`config.mk`:
```
export PLATFORM = sky130hd
export DESIGN_NAME = npu_seq
export DESIGN_NICKNAME = d
export VERILOG_FILES = /design/src/rtl/npu_pkg.sv /design/src/rtl/npu_skew.sv /design/src/rtl/npu_seq.sv
export SDC_FILE = /design/constraint.sdc
export NUM_CORES = 1
export LEC_CHECK = 0
export BUFFER_PORTS_ARGS = -buffer_cell sky130_fd_sc_hd__buf_2
export CAP_MARGIN = 30
export CORE_ASPECT_RATIO = 2
export CORE_UTILIZATION = 31
export CTS_BUF_LIST = sky130_fd_sc_hd__clkbuf_2 sky130_fd_sc_hd__clkbuf_4 sky130_fd_sc_hd__clkbuf_8
export DETAILED_ROUTE_END_ITERATION = 12
export PLACE_DENSITY_LB_ADDON = 0.25
export SYNTH_ARGS = -nofsm -noshare
export SYNTH_HDL_FRONTEND = slang
export SYNTH_SLANG_ARGS = --single-unit
```
`constraint.sdc`:
```
create_clock -name wb_clk_i -period 8.1 [get_ports wb_clk_i]
set_input_delay 1.215 -clock wb_clk_i [delete_from_list [all_inputs] [get_ports wb_clk_i]]
set_output_delay 1.215 -clock wb_clk_i [all_outputs]
set_load 0.01 [all_outputs]
```
`src/rtl/npu_pkg.sv`:
```
//==============================================================================
// npu_pkg : shared constants and state type for the NPU array sequencer.
// Revision: 1.0
//==============================================================================
`default_nettype none

package npu_pkg;

   localparam int NPU_ROWS    = 3;
   localparam int NPU_COLS    = 3;
   localparam int NPU_IN_W    = 8;
   localparam int NPU_ACC_W   = 16;
   localparam int NPU_OUT_LAT = 3;

   typedef enum logic [1:0] {
      ST_IDLE = 2'd0,
      ST_RUN  = 2'd1,
      ST_DONE = 2'd2
   } npu_seq_state_t;

endpackage

`default_nettype wire

```
`src/rtl/npu_skew.sv`:
```
//==============================================================================
// npu_skew : diagonal skew of buffered input vectors onto the array left edge.
// Revision: 1.0
//==============================================================================
`default_nettype none

module npu_skew
   import npu_pkg::*;
#(
   parameter int VDEPTH = 8,
   parameter int IN_W   = 8,
   parameter int CW     = 4
) (
   input  logic                     i_run,
   input  logic [CW-1:0]            i_cnt,
   input  logic [CW-1:0]            i_n,
   input  logic [NPU_ROWS*IN_W-1:0] i_vbuf [VDEPTH],
   output logic [NPU_ROWS*IN_W-1:0] o_row
);

   localparam int AW = $clog2(VDEPTH);

   // Row r lags row 0 by r cycles, so it sees vector (cnt - r).
   for (genvar r = 0; r < NPU_ROWS; r++) begin : g_row
      logic [CW-1:0]   w_k;
      logic            w_vld;
      logic [IN_W-1:0] w_byte;

      assign w_k    = i_cnt - CW'(r);
      assign w_vld  = i_run && (i_cnt >= CW'(r)) && (w_k < i_n);
      assign w_byte = i_vbuf[w_k[AW-1:0]][r*IN_W +: IN_W];
      assign o_row[r*IN_W +: IN_W] = w_vld ? w_byte : '0;
   end

endmodule

`default_nettype wire

```
`src/rtl/npu_seq.sv`:
```
//==============================================================================
// npu_seq : feeds the 3x3 systolic array from a vector buffer and captures
//           column results. Define NPU_SEQ_RELU_EN to store negatives as zero.
// Revision: 1.0
//==============================================================================
`default_nettype none

module npu_seq
   import npu_pkg::*;
#(
   parameter int VDEPTH = 8,
   parameter int IN_W   = 8,
   parameter int ACC_W  = 16
) (
   input  logic                              wb_clk_i,
   input  logic                              wb_rst_i,
   input  logic                              vec_we,
   input  logic [$clog2(VDEPTH)-1:0]         vec_waddr,
   input  logic [NPU_ROWS*IN_W-1:0]          vec_wdata,
   input  logic                              start,
   input  logic [3:0]                        nvec,
   output logic                              busy,
   output logic                              done,
   output logic                              arr_en,
   output logic [NPU_ROWS*IN_W-1:0]          arr_in,
   input  logic [NPU_COLS*ACC_W-1:0]         arr_o,
   input  logic [$clog2(NPU_COLS*VDEPTH)-1:0] res_raddr,
   output logic [ACC_W-1:0]                  res_rdata
);

   localparam int             CW    = $clog2(VDEPTH + 6);
   localparam int             RAW   = $clog2(NPU_COLS * VDEPTH);
   localparam logic [RAW:0]   RES_N = (RAW+1)'(NPU_COLS * VDEPTH);

   npu_seq_state_t            r_state;
   npu_seq_state_t            w_state_nx;
   logic [CW-1:0]             r_cnt;
   logic [CW-1:0]             r_n;
   logic [CW-1:0]             w_n_clamp;
   logic [NPU_ROWS*IN_W-1:0]  r_vbuf [VDEPTH];
   logic [ACC_W-1:0]          r_res  [NPU_COLS*VDEPTH];

   logic [NPU_COLS-1:0]       w_hit;
   logic [RAW-1:0]            w_waddr [NPU_COLS];
   logic [ACC_W-1:0]          w_wval  [NPU_COLS];

   always_comb begin
      if (int'(nvec) > VDEPTH) w_n_clamp = CW'(VDEPTH);
      else                     w_n_clamp = CW'(nvec);
   end

   always_ff @(posedge wb_clk_i or posedge wb_rst_i) begin
      if (wb_rst_i) begin
         r_state <= ST_IDLE;
         r_cnt   <= '0;
         r_n     <= '0;
      end else begin
         r_state <= w_state_nx;
         if (r_state == ST_RUN) r_cnt <= r_cnt + CW'(1);
         else                   r_cnt <= '0;
         if ((r_state == ST_IDLE) && start) r_n <= w_n_clamp;
      end
   end

   always_comb begin
      w_state_nx = r_state;
      busy       = 1'b0;
      done       = 1'b0;
      arr_en     = 1'b0;
      case (r_state)
         ST_IDLE: begin
            if (start && (nvec != 4'd0)) w_state_nx = ST_RUN;
         end
         ST_RUN: begin
            busy   = 1'b1;
            arr_en = 1'b1;
            if (r_cnt == r_n + CW'(4)) w_state_nx = ST_DONE;
         end
         ST_DONE: begin
            busy       = 1'b1;
            done       = 1'b1;
            w_state_nx = ST_IDLE;
         end
         default: w_state_nx = ST_IDLE;
      endcase
   end

   always_ff @(posedge wb_clk_i) begin
      if (vec_we && (r_state == ST_IDLE)) r_vbuf[vec_waddr] <= vec_wdata;
   end

   npu_skew #(
      .VDEPTH (VDEPTH),
      .IN_W   (IN_W),
      .CW     (CW)
   ) u_skew (
      .i_run  (arr_en),
      .i_cnt  (r_cnt),
      .i_n    (r_n),
      .i_vbuf (r_vbuf),
      .o_row  (arr_in)
   );

   // Column j emerges j + NPU_OUT_LAT cycles after its vector enters row 0.
   for (genvar j = 0; j < NPU_COLS; j++) begin : g_col
      logic [CW-1:0]    w_k;
      logic [ACC_W-1:0] w_raw;

      assign w_k        = r_cnt - CW'(j + NPU_OUT_LAT);
      assign w_hit[j]   = (r_state == ST_RUN) && (r_cnt >= CW'(j + NPU_OUT_LAT)) && (w_k < r_n);
      assign w_waddr[j] = RAW'(w_k) * RAW'(NPU_COLS) + RAW'(j);
      assign w_raw      = arr_o[j*ACC_W +: ACC_W];
`ifdef NPU_SEQ_RELU_EN
      assign w_wval[j]  = w_raw[ACC_W-1] ? '0 : w_raw;
`else
      assign w_wval[j]  = w_raw;
`endif
   end

   always_ff @(posedge wb_clk_i) begin
      for (int j = 0; j < NPU_COLS; j++) begin
         if (w_hit[j]) r_res[w_waddr[j]] <= w_wval[j];
      end
   end

   always_ff @(posedge wb_clk_i or posedge wb_rst_i) begin
      if (wb_rst_i)                       res_rdata <= '0;
      else if ({1'b0, res_raddr} < RES_N) res_rdata <= r_res[res_raddr];
      else                                res_rdata <= '0;
   end

endmodule

`default_nettype wire

```
==> flow_summary.json <==
{
  "placeableCoreArea_mm2": 0.110,
  "postCtsSetupBuffers": 0,
  "remaining_drc_errors": 0,
  "crit_path_frequent_cell": "sky130_fd_sc_hd__ha_1",
  "tritoncts": "built",
  "ff2ff_setup_slack_ns": 2.26,
  "die_area_mm2": 0.113,
  "leakage_uw": 0.0119,
  "synth-simple-area-share_pct": 13.1,
  "port-buffer-count": 130,
  "timing_max_transition_violations_final": 0,
  "synth.avg_cell_area_um2": 10.9,
  "wire_length_reported_by_the_detailed_router_um": 140000,
  "max-cap-violations": 0,
  "via_count_of_the_first_global_routing_pass": 27782,
  "synth.area.mux_share_pct": 10.9,
  "p_comb_share_pct": 39.1,
  "detailedRoute.firstIterationViolations": 3700,
  "cts.root.buffer_cell": "sky130_fd_sc_hd__clkbuf_8",
  "detail-route-antenna-nets": 0,
  "post_synthesis_instance_area_mm2": 0.0345,
  "critical_path.startpoint_type": "flop",
  "switching_share_pct": 42.9,
  "cellPowerDensity_mw_per_mm2": 271,
  "count_of_state_elements_after_synthesis": 602,
  "detail_route.wl_per_cell_um": 30.4,
  "seq_area_frac_synth_pct": 52.0,
  "cts_resized": 0,
  "synthesis.instances": 3167,
  "grt_use_met2_pct": 41.1,
  "slew-limit-headroom_pct": 24.4,
  "synthAdderAreaFrac_pct": 1.62,
  "crit_required_ns": 8.60,
  "global_route_wire_length_before_repair_um": 201000,
  "unrepaired_setup_endpoints_after_global_routing": "false",
  "synth_compound_area_share_pct": 16.0,
  "grt_util_met3_pct": 4.10,
  "first_pass_iters": 7,
  "slew_of_the_pin_with_the_lowest_slew_margin_ns": 1.13,
  "crit_path_time_final_ns": 5.84,
  "clk_path_buf_depth": 3,
  "synth-edff-count": 576,
  "syn_to_final_growth_pct": 11.6,
  "floorplan.initialDensity_pct": 31.3,
  "relative_contribution_of_sequential_cells_to_total_power_pct": 34.4,
  "setup_viol": 0,
  "internal_power_uw": 5950,
  "ys.warnings.count": 0,
  "max-vdd-ir-drop_uv": 431,
  "totalNegativeSetupSlack_ns": 0,
  "gpl.final_weighted_congestion": 0.970,
  "floorplan.io_pins": 131,
  "hp-class": "input pin to async pin",
  "core_rows": 172,
  "clk-insertion-delay-late_ns": 0.80,
  "arrival_ns": 6.34,
  "h-tree-depth": 3,
  "cts-buffers-inserted": 91,
  "busiest_layer": "met2",
  "achievable-frequency_mhz": 171,
  "postSynth.topFlopCell": "sky130_fd_sc_hd__edfxtp_1",
  "synth_top_family_by_area": "compound AO/OA/AOI/OAI gates",
  "outcome": "completed",
  "worstPathCellList": "inv_1, ha_1, xnor2_1, buf_4, clkinv_1, ha_1, fa_1, nor2b_1, nand3_1, or4_1, o221ai_2, buf_8",
  "cp_max_fo": 33,
  "netSwitchingPower_uw": 4480,
  "timing_worst_setup_path_type": "flop to flop",
  "gr-total-overflow": 0,
  "tritoncts_num_sinks": 602,
  "antenna_found_initial": 8,
  "drt_via_density": 6.18,
  "postSynth.asyncResetShare_pct": 4.32,
  "vias": 28389,
  "design_power_total_uw": 10400,
  "clock-skew-final_ns": 0.0401,
  "chipHeight_um": 474,
  "pwr-share-clk_pct": 26.5,
  "cts_hold_buffers": 0,
  "global_route.usage.total_pct": 24.6,
  "clk_pin_slew_ns": 0.07,
  "synth-xor-area-share_pct": 0.345,
  "place.detailed.hpwl_um": 87300,
  "layout.nets": 3164,
  "use_met1_pct": 27.7,
  "proportion_of_layout_cells_with_a_drive_suffix_above_1_pct": 19.7,
  "critPathMaxStageDelay_ns": 0.90,
  "end_kind": "flop",
  "cp_slowest_cell": "sky130_fd_sc_hd__nor2b_1",
  "die_w_um": 238,
  "synth.net_count": 3298,
  "yosysUniqueCellTypes": 59,
  "grt_start_max_net_pins": 143,
  "report.final.hold_viol_count": 0,
  "min_period_over_period_pct": 72.1
}
==> critical path: cells and delay by family, from the launching register on <==
family / cells / cell delay (ns)
buffers and inverters: 4 / 1.11
flip-flops: 1 / 0.73
XOR/XNOR: 1 / 0.15
AND/OR/NAND/NOR: 3 / 1.93
AO/OA/AOI/OAI: 1 / 0.33
adder cells (fa/ha/maj): 3 / 1.29
==> flip-flops by register name, summed over array words and instances, names as in the netlist <==
register,flops
r_state,2
r_cnt,4
r_vbuf,192
r_n,4
r_res,384
res_rdata,16
==> worst paths after layout <==
path / start / to / cells after the start
min reg2reg: r_n[2]$_DFFE_PP0P_ / r_n[2]$_DFFE_PP0P_ / 2
min: wb_rst_i / res_rdata[7]$_DFF_PP0_ / 2
min in group wb_clk_i: r_n[2]$_DFFE_PP0P_ / r_n[2]$_DFFE_PP0P_ / 2
max reg2reg: r_cnt[0]$_DFF_PP0_ / r_res[18][10]$_DFFE_PP_ / 12
max in group asynchronous: wb_rst_i / r_cnt[0]$_DFF_PP0_ / 3
max: r_cnt[0]$_DFF_PP0_ / r_res[18][10]$_DFFE_PP_ / 12
==> per-layer routing <==
layer / vias up / share of wire [%]
li1: 12195 / -
met1: 14090 / 35
met2: 1668 / 49
met3: 424 / 7.8
met4: 12 / 8.7
met5: - / 0.056
==> Yosys cell counts (all sizes together), types with 9 or more instances <==
cell type  count  share of area, %
edfxtp       576                50
a31oi        353               6.4
ha            40               1.5
a41oi         23              0.58
mux2          17              0.55
nand2b        11              0.20
inv           22              0.24
mux4         144               9.4
or4           22              0.48
nor2         368               4.0
nand3         43              0.62
mux2i         34              0.99
a21oi         39              0.57
xnor2          9              0.23
nor3          14              0.20
nand2        104               1.1
clkbuf       341               3.7
o21ai        392               5.7
dfrtp         26               1.9
nand4        334               6.1
o221ai        40               1.0
a2bb2oi       32              0.81
buf          121               2.0
==> per-stage QoR <==
stage	worst slack [ns]	utilization, %	hold slack, ns	std cells	cell area [um^2]
2_1_floorplan	2.28	-	0.450	3167	34500
3_3_place_gp	2.06	32.7	0.468	4388	36000
3_5_place_dp	2.11	33.1	0.478	4412	36400
4_1_cts	2.09	34.8	0.330	4582	38400
5_1_grt	1.91	34.9	0.388	4591	38500
6_report	2.26	34.9	0.391	4591	38500
==> power by group through the flow <==
stage                     logic [uW]  clock network, uW  registers, uW
after floorplan                 2560                  0           3610
after global placement          3950                  0           3650
after detailed placement        3970                  0           3650
after CTS                       3980               2820           3590
after global routing            4300               2910           3600
final                           4080               2760           3580
==> logic make-up (layout without fill, tap and decap cells) <==
| kind of cell | Yosys count | after routing |
|---|---|---|
| fa+ha+maj | 43 | 43 |
| flops | 602 | 602 |
| xor+xnor | 12 | 12 |
| simple gates | 915 | 915 |
| buf+inv | 487 | 430 |
| compound gates | 913 | 913 |
| other cells | 0 | 2 |
| mux | 195 | 195 |
==> final cells by class <==
type | instances | area (um^2)
clock inverter | 35 | 263
tap | 1479 | 1850
multi-input combinational | 2078 | 14900
clock buffer | 135 | 1680
inverter | 25 | 93.8
timing repair buffer | 235 | 1810
fill | 11015 | 71700
antenna | 2 | 5.00
sequential | 602 | 18000
==> placed cells by master (no fill, tap or decap), types with 29 or more instances in the layout <==
cell type                   synthesis  routed
sky130_fd_sc_hd__buf_2             60     127
sky130_fd_sc_hd__nor2_1           368     361
sky130_fd_sc_hd__mux2i_1           34      34
sky130_fd_sc_hd__nand4_1          334     334
sky130_fd_sc_hd__a2bb2oi_1         32      32
sky130_fd_sc_hd__buf_4              6      74
sky130_fd_sc_hd__mux4_2           144     144
sky130_fd_sc_hd__a21oi_1           39      39
sky130_fd_sc_hd__clkbuf_4           0      29
sky130_fd_sc_hd__o21ai_0          392     391
sky130_fd_sc_hd__a31oi_1          353     353
sky130_fd_sc_hd__ha_1              40      36
sky130_fd_sc_hd__edfxtp_1         576     576
sky130_fd_sc_hd__clkbuf_8           0     106
sky130_fd_sc_hd__nand2_1          104     104
sky130_fd_sc_hd__nand3_1           43      35
(Power assumes the default switching activity.)
